==> config.mk <==
export PLATFORM = sky130hd
export DESIGN_NAME = mem_arbiter_flat
export DESIGN_NICKNAME = d
export VERILOG_FILES = /design/src/rtl/mem_arbiter_if.sv /design/src/rtl/mem_arbiter.sv /design/src/flat_wrapper.sv
export SDC_FILE = /design/constraint.sdc
export NUM_CORES = 1
export LEC_CHECK = 0
export ABC_AREA = 1
export BUFFER_PORTS_ARGS = -buffer_cell sky130_fd_sc_hd__clkbuf_2
export CORE_UTILIZATION = 29
export CTS_CLUSTER_SIZE = 16
export DETAILED_ROUTE_END_ITERATION = 7
export GPL_TIMING_DRIVEN = 0
export MAX_ROUTING_LAYER = met4
export PLACE_DENSITY = 0.58
export SYNTH_ARGS = -nofsm -noshare
export SYNTH_HDL_FRONTEND = slang
export SYNTH_SLANG_ARGS = --single-unit
==> constraint.sdc <==
create_clock -name clk -period 1.8 [get_ports clk]
set_input_delay 0.09 -clock clk [delete_from_list [all_inputs] [get_ports clk]]
set_output_delay 0.09 -clock clk [all_outputs]
set_load 0.03 [all_outputs]
==> src/rtl/mem_arbiter_if.sv <==
// Signal bundle between mem_arbiter, the CPU fetch/data ports and the shared main memory.
// The arbiter takes the slave view; the CPU-plus-memory side takes the master view.
interface mem_arbiter_if #(
    parameter int n      = 16,
    parameter int ADDR_W = 8
);
    logic              i_req;
    logic [n-1:0]      i_addr;
    logic [n-1:0]      i_rdata;
    logic              i_ack;
    logic              i_err;
    logic              d_req;
    logic              d_we;
    logic [n-1:0]      d_addr;
    logic [n-1:0]      d_wdata;
    logic [n-1:0]      d_rdata;
    logic              d_ack;
    logic              d_err;
    logic              stall;
    logic              mem_en;
    logic              mem_we;
    logic [ADDR_W-1:0] mem_addr;
    logic [n-1:0]      mem_wdata;
    logic [n-1:0]      mem_rdata;

    modport slave (
        input  i_req, i_addr, d_req, d_we, d_addr, d_wdata, mem_rdata,
        output i_rdata, i_ack, i_err, d_rdata, d_ack, d_err, stall,
               mem_en, mem_we, mem_addr, mem_wdata
    );

    modport master (
        output i_req, i_addr, d_req, d_we, d_addr, d_wdata, mem_rdata,
        input  i_rdata, i_ack, i_err, d_rdata, d_ack, d_err, stall,
               mem_en, mem_we, mem_addr, mem_wdata
    );
endinterface

==> src/rtl/mem_arbiter.sv <==
// Shares one single-port main memory between the CPU fetch and data ports with req/ack
// handshakes, fixed read wait states, data-first arbitration and a fetch starvation guard.
module mem_arbiter #(
    parameter int n      = 16,
    parameter int ADDR_W = 8,
    parameter int WAIT   = 1,
    parameter int STARVE = 4
) (
    input logic          clk,
    input logic          reset,
    mem_arbiter_if.slave bus
);
    localparam int OFF = $clog2(n / 8);
    localparam int HI  = OFF + ADDR_W;
    localparam logic [n-1:0] LOW_MASK  = (n'(1) << OFF) - n'(1);
    localparam logic [n-1:0] HIGH_MASK = (HI >= n) ? '0 : ~((n'(1) << HI) - n'(1));
    localparam int SW = $clog2(STARVE + 2);
    localparam logic [SW-1:0] STARVE_C = SW'(STARVE);
    localparam logic [3:0]    WAIT_C   = 4'(WAIT);

    typedef enum logic [1:0] {ST_IDLE, ST_BUSY, ST_RESP} state_t;

    state_t            r_state;
    state_t            w_next;
    logic              r_portD;
    logic [3:0]        r_cnt;
    logic [SW-1:0]     r_starve;
    logic              r_memEn;
    logic              r_memWe;
    logic [ADDR_W-1:0] r_memAddr;
    logic [n-1:0]      r_memWdata;
    logic              r_iAck;
    logic              r_iErr;
    logic [n-1:0]      r_iRdata;
    logic              r_dAck;
    logic              r_dErr;
    logic [n-1:0]      r_dRdata;

    logic              w_grant;
    logic              w_grantD;
    logic              w_err;
    logic [n-1:0]      w_addr;

    // Arbitration and next state; the fetch port wins a tie only once the guard has saturated
    always_comb begin
        w_next   = r_state;
        w_grant  = 1'b0;
        w_grantD = 1'b0;
        case (r_state)
            ST_IDLE: begin
                if (bus.d_req && !(bus.i_req && r_starve == STARVE_C)) begin
                    w_grant  = 1'b1;
                    w_grantD = 1'b1;
                end else if (bus.i_req) begin
                    w_grant = 1'b1;
                end
            end
            ST_BUSY: if (r_cnt == 4'd0) w_next = ST_RESP;
            ST_RESP: w_next = ST_IDLE;
            default: w_next = ST_IDLE;
        endcase
        w_addr = w_grantD ? bus.d_addr : bus.i_addr;
        w_err  = ((w_addr & LOW_MASK) != '0) || ((w_addr & HIGH_MASK) != '0);
        if (w_grant) w_next = w_err ? ST_RESP : ST_BUSY;
    end

    always_ff @(posedge clk or negedge reset) begin
        if (!reset) begin
            r_state    <= ST_IDLE;
            r_portD    <= 1'b0;
            r_cnt      <= 4'd0;
            r_starve   <= '0;
            r_memEn    <= 1'b0;
            r_memWe    <= 1'b0;
            r_memAddr  <= '0;
            r_memWdata <= '0;
            r_iAck     <= 1'b0;
            r_iErr     <= 1'b0;
            r_iRdata   <= '0;
            r_dAck     <= 1'b0;
            r_dErr     <= 1'b0;
            r_dRdata   <= '0;
        end else begin
            r_state <= w_next;
            r_memEn <= 1'b0;
            r_memWe <= 1'b0;
            r_iAck  <= 1'b0;
            r_dAck  <= 1'b0;

            if (!bus.i_req || (w_grant && !w_grantD)) begin
                r_starve <= '0;
            end else if (w_grantD && r_starve != STARVE_C) begin
                r_starve <= r_starve + 1'b1;
            end

            // Bad addresses skip the memory entirely and answer on the next cycle
            if (w_grant) begin
                r_portD    <= w_grantD;
                r_cnt      <= WAIT_C;
                r_memAddr  <= ADDR_W'(w_addr >> OFF);
                r_memWdata <= bus.d_wdata;
                if (w_err) begin
                    if (w_grantD) begin
                        r_dAck   <= 1'b1;
                        r_dErr   <= 1'b1;
                        r_dRdata <= '0;
                    end else begin
                        r_iAck   <= 1'b1;
                        r_iErr   <= 1'b1;
                        r_iRdata <= '0;
                    end
                end else begin
                    r_memEn <= 1'b1;
                    r_memWe <= w_grantD & bus.d_we;
                end
            end

            if (r_state == ST_BUSY) begin
                if (r_cnt == 4'd0) begin
                    if (r_portD) begin
                        r_dAck   <= 1'b1;
                        r_dErr   <= 1'b0;
                        r_dRdata <= bus.mem_rdata;
                    end else begin
                        r_iAck   <= 1'b1;
                        r_iErr   <= 1'b0;
                        r_iRdata <= bus.mem_rdata;
                    end
                end else begin
                    r_cnt <= r_cnt - 1'b1;
                end
            end
        end
    end

    assign bus.i_ack     = r_iAck;
    assign bus.i_err     = r_iErr;
    assign bus.i_rdata   = r_iRdata;
    assign bus.d_ack     = r_dAck;
    assign bus.d_err     = r_dErr;
    assign bus.d_rdata   = r_dRdata;
    assign bus.mem_en    = r_memEn;
    assign bus.mem_we    = r_memWe;
    assign bus.mem_addr  = r_memAddr;
    assign bus.mem_wdata = r_memWdata;
    assign bus.stall     = (bus.i_req & ~bus.i_ack) | (bus.d_req & ~bus.d_ack);
endmodule

==> src/flat_wrapper.sv <==
// flat-port wrapper written by rule: the top's interface ports become plain ports
module mem_arbiter_flat 
#(
    parameter int n      = 16,
    parameter int ADDR_W = 8,
    parameter int WAIT   = 1,
    parameter int STARVE = 4
)
  (clk, reset, bus_i_req, bus_i_addr, bus_d_req, bus_d_we, bus_d_addr, bus_d_wdata, bus_mem_rdata, bus_i_rdata, bus_i_ack, bus_i_err, bus_d_rdata, bus_d_ack, bus_d_err, bus_stall, bus_mem_en, bus_mem_we, bus_mem_addr, bus_mem_wdata);
  mem_arbiter_if #(.n(n), .ADDR_W(ADDR_W)) bus_i ();
  input logic clk;
  input logic reset;
  input wire logic [$bits(bus_i.i_req)-1:0] bus_i_req;
  input wire logic [$bits(bus_i.i_addr)-1:0] bus_i_addr;
  input wire logic [$bits(bus_i.d_req)-1:0] bus_d_req;
  input wire logic [$bits(bus_i.d_we)-1:0] bus_d_we;
  input wire logic [$bits(bus_i.d_addr)-1:0] bus_d_addr;
  input wire logic [$bits(bus_i.d_wdata)-1:0] bus_d_wdata;
  input wire logic [$bits(bus_i.mem_rdata)-1:0] bus_mem_rdata;
  output wire logic [$bits(bus_i.i_rdata)-1:0] bus_i_rdata;
  output wire logic [$bits(bus_i.i_ack)-1:0] bus_i_ack;
  output wire logic [$bits(bus_i.i_err)-1:0] bus_i_err;
  output wire logic [$bits(bus_i.d_rdata)-1:0] bus_d_rdata;
  output wire logic [$bits(bus_i.d_ack)-1:0] bus_d_ack;
  output wire logic [$bits(bus_i.d_err)-1:0] bus_d_err;
  output wire logic [$bits(bus_i.stall)-1:0] bus_stall;
  output wire logic [$bits(bus_i.mem_en)-1:0] bus_mem_en;
  output wire logic [$bits(bus_i.mem_we)-1:0] bus_mem_we;
  output wire logic [$bits(bus_i.mem_addr)-1:0] bus_mem_addr;
  output wire logic [$bits(bus_i.mem_wdata)-1:0] bus_mem_wdata;
  assign bus_i.i_req = bus_i_req;
  assign bus_i.i_addr = bus_i_addr;
  assign bus_i.d_req = bus_d_req;
  assign bus_i.d_we = bus_d_we;
  assign bus_i.d_addr = bus_d_addr;
  assign bus_i.d_wdata = bus_d_wdata;
  assign bus_i.mem_rdata = bus_mem_rdata;
  assign bus_i_rdata = bus_i.i_rdata;
  assign bus_i_ack = bus_i.i_ack;
  assign bus_i_err = bus_i.i_err;
  assign bus_d_rdata = bus_i.d_rdata;
  assign bus_d_ack = bus_i.d_ack;
  assign bus_d_err = bus_i.d_err;
  assign bus_stall = bus_i.stall;
  assign bus_mem_en = bus_i.mem_en;
  assign bus_mem_we = bus_i.mem_we;
  assign bus_mem_addr = bus_i.mem_addr;
  assign bus_mem_wdata = bus_i.mem_wdata;
  mem_arbiter #(.n(n), .ADDR_W(ADDR_W), .WAIT(WAIT), .STARVE(STARVE)) u_core (.clk(clk), .reset(reset), .bus(bus_i));
endmodule
==> flow_summary.json <==
{
  "outcome": "finished clean",
  "wirelength_um": 8410,
  "initial_core_util_pct": 30.2,
  "post_drt_wl_per_cell_um": 12.1,
  "detail_route.vias_per_cell": 4.28,
  "synth_area_leaders": "dfrtp_1, nand2_1, nand3_1, inv_1, buf_6",
  "ys_types": 26,
  "gp_congestion": 0.709,
  "crit_type": "register to register",
  "gr-total-overflow": 0,
  "synthTopCellsByCount": "nand2_1, dfrtp_1, nand3_1, inv_1, nor2_1",
  "htree_levels": 3,
  "cts_tree": "built",
  "drc": 0,
  "critical_path_arrival_ns": 1.88,
  "grt_pass1_wl_um": 13800,
  "hold_viol_final": 0,
  "max-vdd-ir-drop_uv": 760,
  "root_buffer": "clkbuf_8",
  "synth-edff-count": 0,
  "ios": 132,
  "syn_inst": 360,
  "power.density_nw_per_um2": 1450,
  "grtUsageTotal_pct": 16.1,
  "syn-cell-area_sq_um": 3150,
  "rsz0062_at_grt": "false",
  "syn_avg_cell_area_sq_um": 8.75,
  "worst_pin_slew_ns": 0.564,
  "power_mw": 6.87,
  "worstSetupEndpointType": "register",
  "syn_nets": 432,
  "antenna_found_initial": 0,
  "netlist.area_leader.share_pct": 57.2,
  "finalSetupViolations": 0,
  "cts_resized": 0,
  "leakage_nw": 2.68,
  "relSlewSlack_pct": 62.2,
  "cts_buffers": 9,
  "core_sq_um": 10400,
  "drtIter0Drc": 126,
  "max_freq_ghz": 0.626,
  "synth_ff_type": "dfrtp_1",
  "worstPathRequired_ns": 2.08,
  "ys_seq_area_share_pct": 57.2,
  "critPathMaxFanout": 8,
  "ys_ff_latch": 72,
  "cts_hold_buf": 50,
  "postCtsSetupRepairBufs": 0,
  "syn_to_final_growth_pct": 50.9,
  "die_h_um": 106,
  "fill_cells": 1018,
  "grt_pass1_vias": 2910,
  "design.die.area_sq_um": 11300,
  "drtPass1Iterations": 4,
  "grt_max_degree": 40,
  "die_x_um": 106,
  "start_kind": "register",
  "dp_hpwl_um": 6010,
  "drtAntennaViolNets": 0,
  "dr_total_vias": 2967,
  "setup-tns-final_ns": 0,
  "ys_warn_count": 0,
  "fin_area_sq_um": 4750,
  "min_period_ns": 1.60,
  "port_buffers": 131,
  "fin_worst_skew_ns": 0.00663,
  "clk_pin_slew_worst_paths_ns": 0.08,
  "num_antenna_cells": 0,
  "period_share_pct": 88.7,
  "synth_top_cell_by_area": "dfrtp_1",
  "min_path_type": "input port to register",
  "whs_path_depth": 4,
  "num_rows": 37,
  "clk_path_buf_depth": 2,
  "ys_async_sr_fraction_pct": 100,
  "clk_latency_ns": 0.34,
  "layout-drive-gt1-share_pct": 32.1,
  "rr_worst_depth": 8,
  "fin_nets": 625,
  "max-cap-violations": 0,
  "final-max-slew-violation-count": 0,
  "synth_most_common_cell": "nand2_1",
  "postPlaceCellArea_sq_um": 4000,
  "clock-sinks": 72
}
-- worst max-delay path, stage by stage (launching register included) --
cell and delay (ns):
dfrtp_1 0.41, inv_1 0.09, ha_1 0.17, nand3_1 0.10, inv_1 0.08, nor2_2 0.05, nor2_1 0.44, nand2_1 0.11
nand3_1 0.09
-- where the power goes --
group / switching, mW / leakage (nW) / internal [mW]
logic: 2.00 / 1.62 / 0.914
registers: 0.273 / 0.937 / 2.08
clock network: 0.608 / 0.126 / 0.994
total: 2.88 / 2.68 / 3.99
-- layout make-up --
type / count / area (sq um) / area share, %
clock inverter: 5 / 103 / 2.16
clock buffer: 11 / 151 / 3.19
tap: 136 / 170 / 3.58
multi-input combinational: 247 / 1130 / 23.8
timing repair buffer: 182 / 1180 / 24.8
buffer: 13 / 111 / 2.34
inverter: 28 / 108 / 2.26
sequential: 72 / 1800 / 37.9
-- flip-flops by register name, summed over array words and instances (netlist names) --
| signal | count |
|---|---|
| u_core.bus.i_err | 1 |
| u_core.r_portD | 1 |
| u_core.bus.d_err | 1 |
| u_core.bus.i_ack | 1 |
| u_core.bus.d_ack | 1 |
| u_core.r_starve | 3 |
| u_core.r_state | 2 |
| u_core.bus.mem_we | 1 |
| u_core.r_cnt | 4 |
| u_core.bus.d_rdata | 16 |
| u_core.bus.mem_en | 1 |
| u_core.bus.mem_wdata | 16 |
| u_core.bus.i_rdata | 16 |
| u_core.bus.mem_addr | 8 |
-- logic make-up (layout without fill, tap and decap cells) --
kind of cell,Yosys count,after routing,share of synthesized area (%)
XOR/XNOR,1,1,0.278
adder cells (fa/ha/maj),3,3,1.19
buffers and inverters,41,239,6.95
AND/OR/NAND/NOR,229,229,31.7
AO/OA/AOI/OAI,14,14,2.74
flip-flops,72,72,57.2
-- final timing paths --
path | from | to | slack (ns)
worst min-delay path | bus_d_addr[14] | u_core.bus.mem_we | 0.04
max in group asynchronous | reset | u_core.bus.d_rdata[9] | 0.93
worst min register to register | u_core.bus.mem_wdata[6] | u_core.bus.mem_wdata[6] | 0.48
min in group asynchronous | reset | u_core.bus.mem_wdata[14] | 0.27
worst max-delay path | u_core.r_starve[0] | u_core.bus.mem_addr[0] | 0.20
worst max register to register | u_core.r_starve[0] | u_core.bus.mem_addr[0] | 0.20
-- placed cells by master, fill, tap and decap left out, types with 5 or more instances in the layout --
| master | synthesis | routed |
|---|---|---|
| o21ai_0 | 6 | 6 |
| inv_1 | 24 | 24 |
| nor2_1 | 9 | 9 |
| dfrtp_1 | 72 | 72 |
| dlygate4sd3_1 | 0 | 50 |
| clkbuf_2 | 0 | 130 |
| clkbuf_8 | 1 | 12 |
| nand2_1 | 160 | 160 |
| buf_6 | 5 | 5 |
| nand3_1 | 48 | 48 |
-- metrics by stage --
stage,hold slack (ns),cells,utilization [%],setup slack (ns)
CTS,0.0285,694,45.6,0.166
detailed placement,0.120,628,38.4,0.187
global placement,0.288,627,38.2,-0.0305
global route,0.0469,694,45.6,0.00604
floorplan,-0.206,360,-,0.426
finish,0.0431,694,45.6,0.204
-- metal layers --
| metal | vias up | wire length [um] | track usage [%] |
|---|---|---|---|
| li1 | 1511 | - | - |
| met1 | 1357 | 3850 | 19.4 |
| met2 | 92 | 4120 | 26.9 |
| met3 | 7 | 372 | 3.13 |
| met4 | 0 | 71 | 5.95 |
| met5 | - | 0 | - |
No activity file was read; power rests on OpenSTA's default activity.
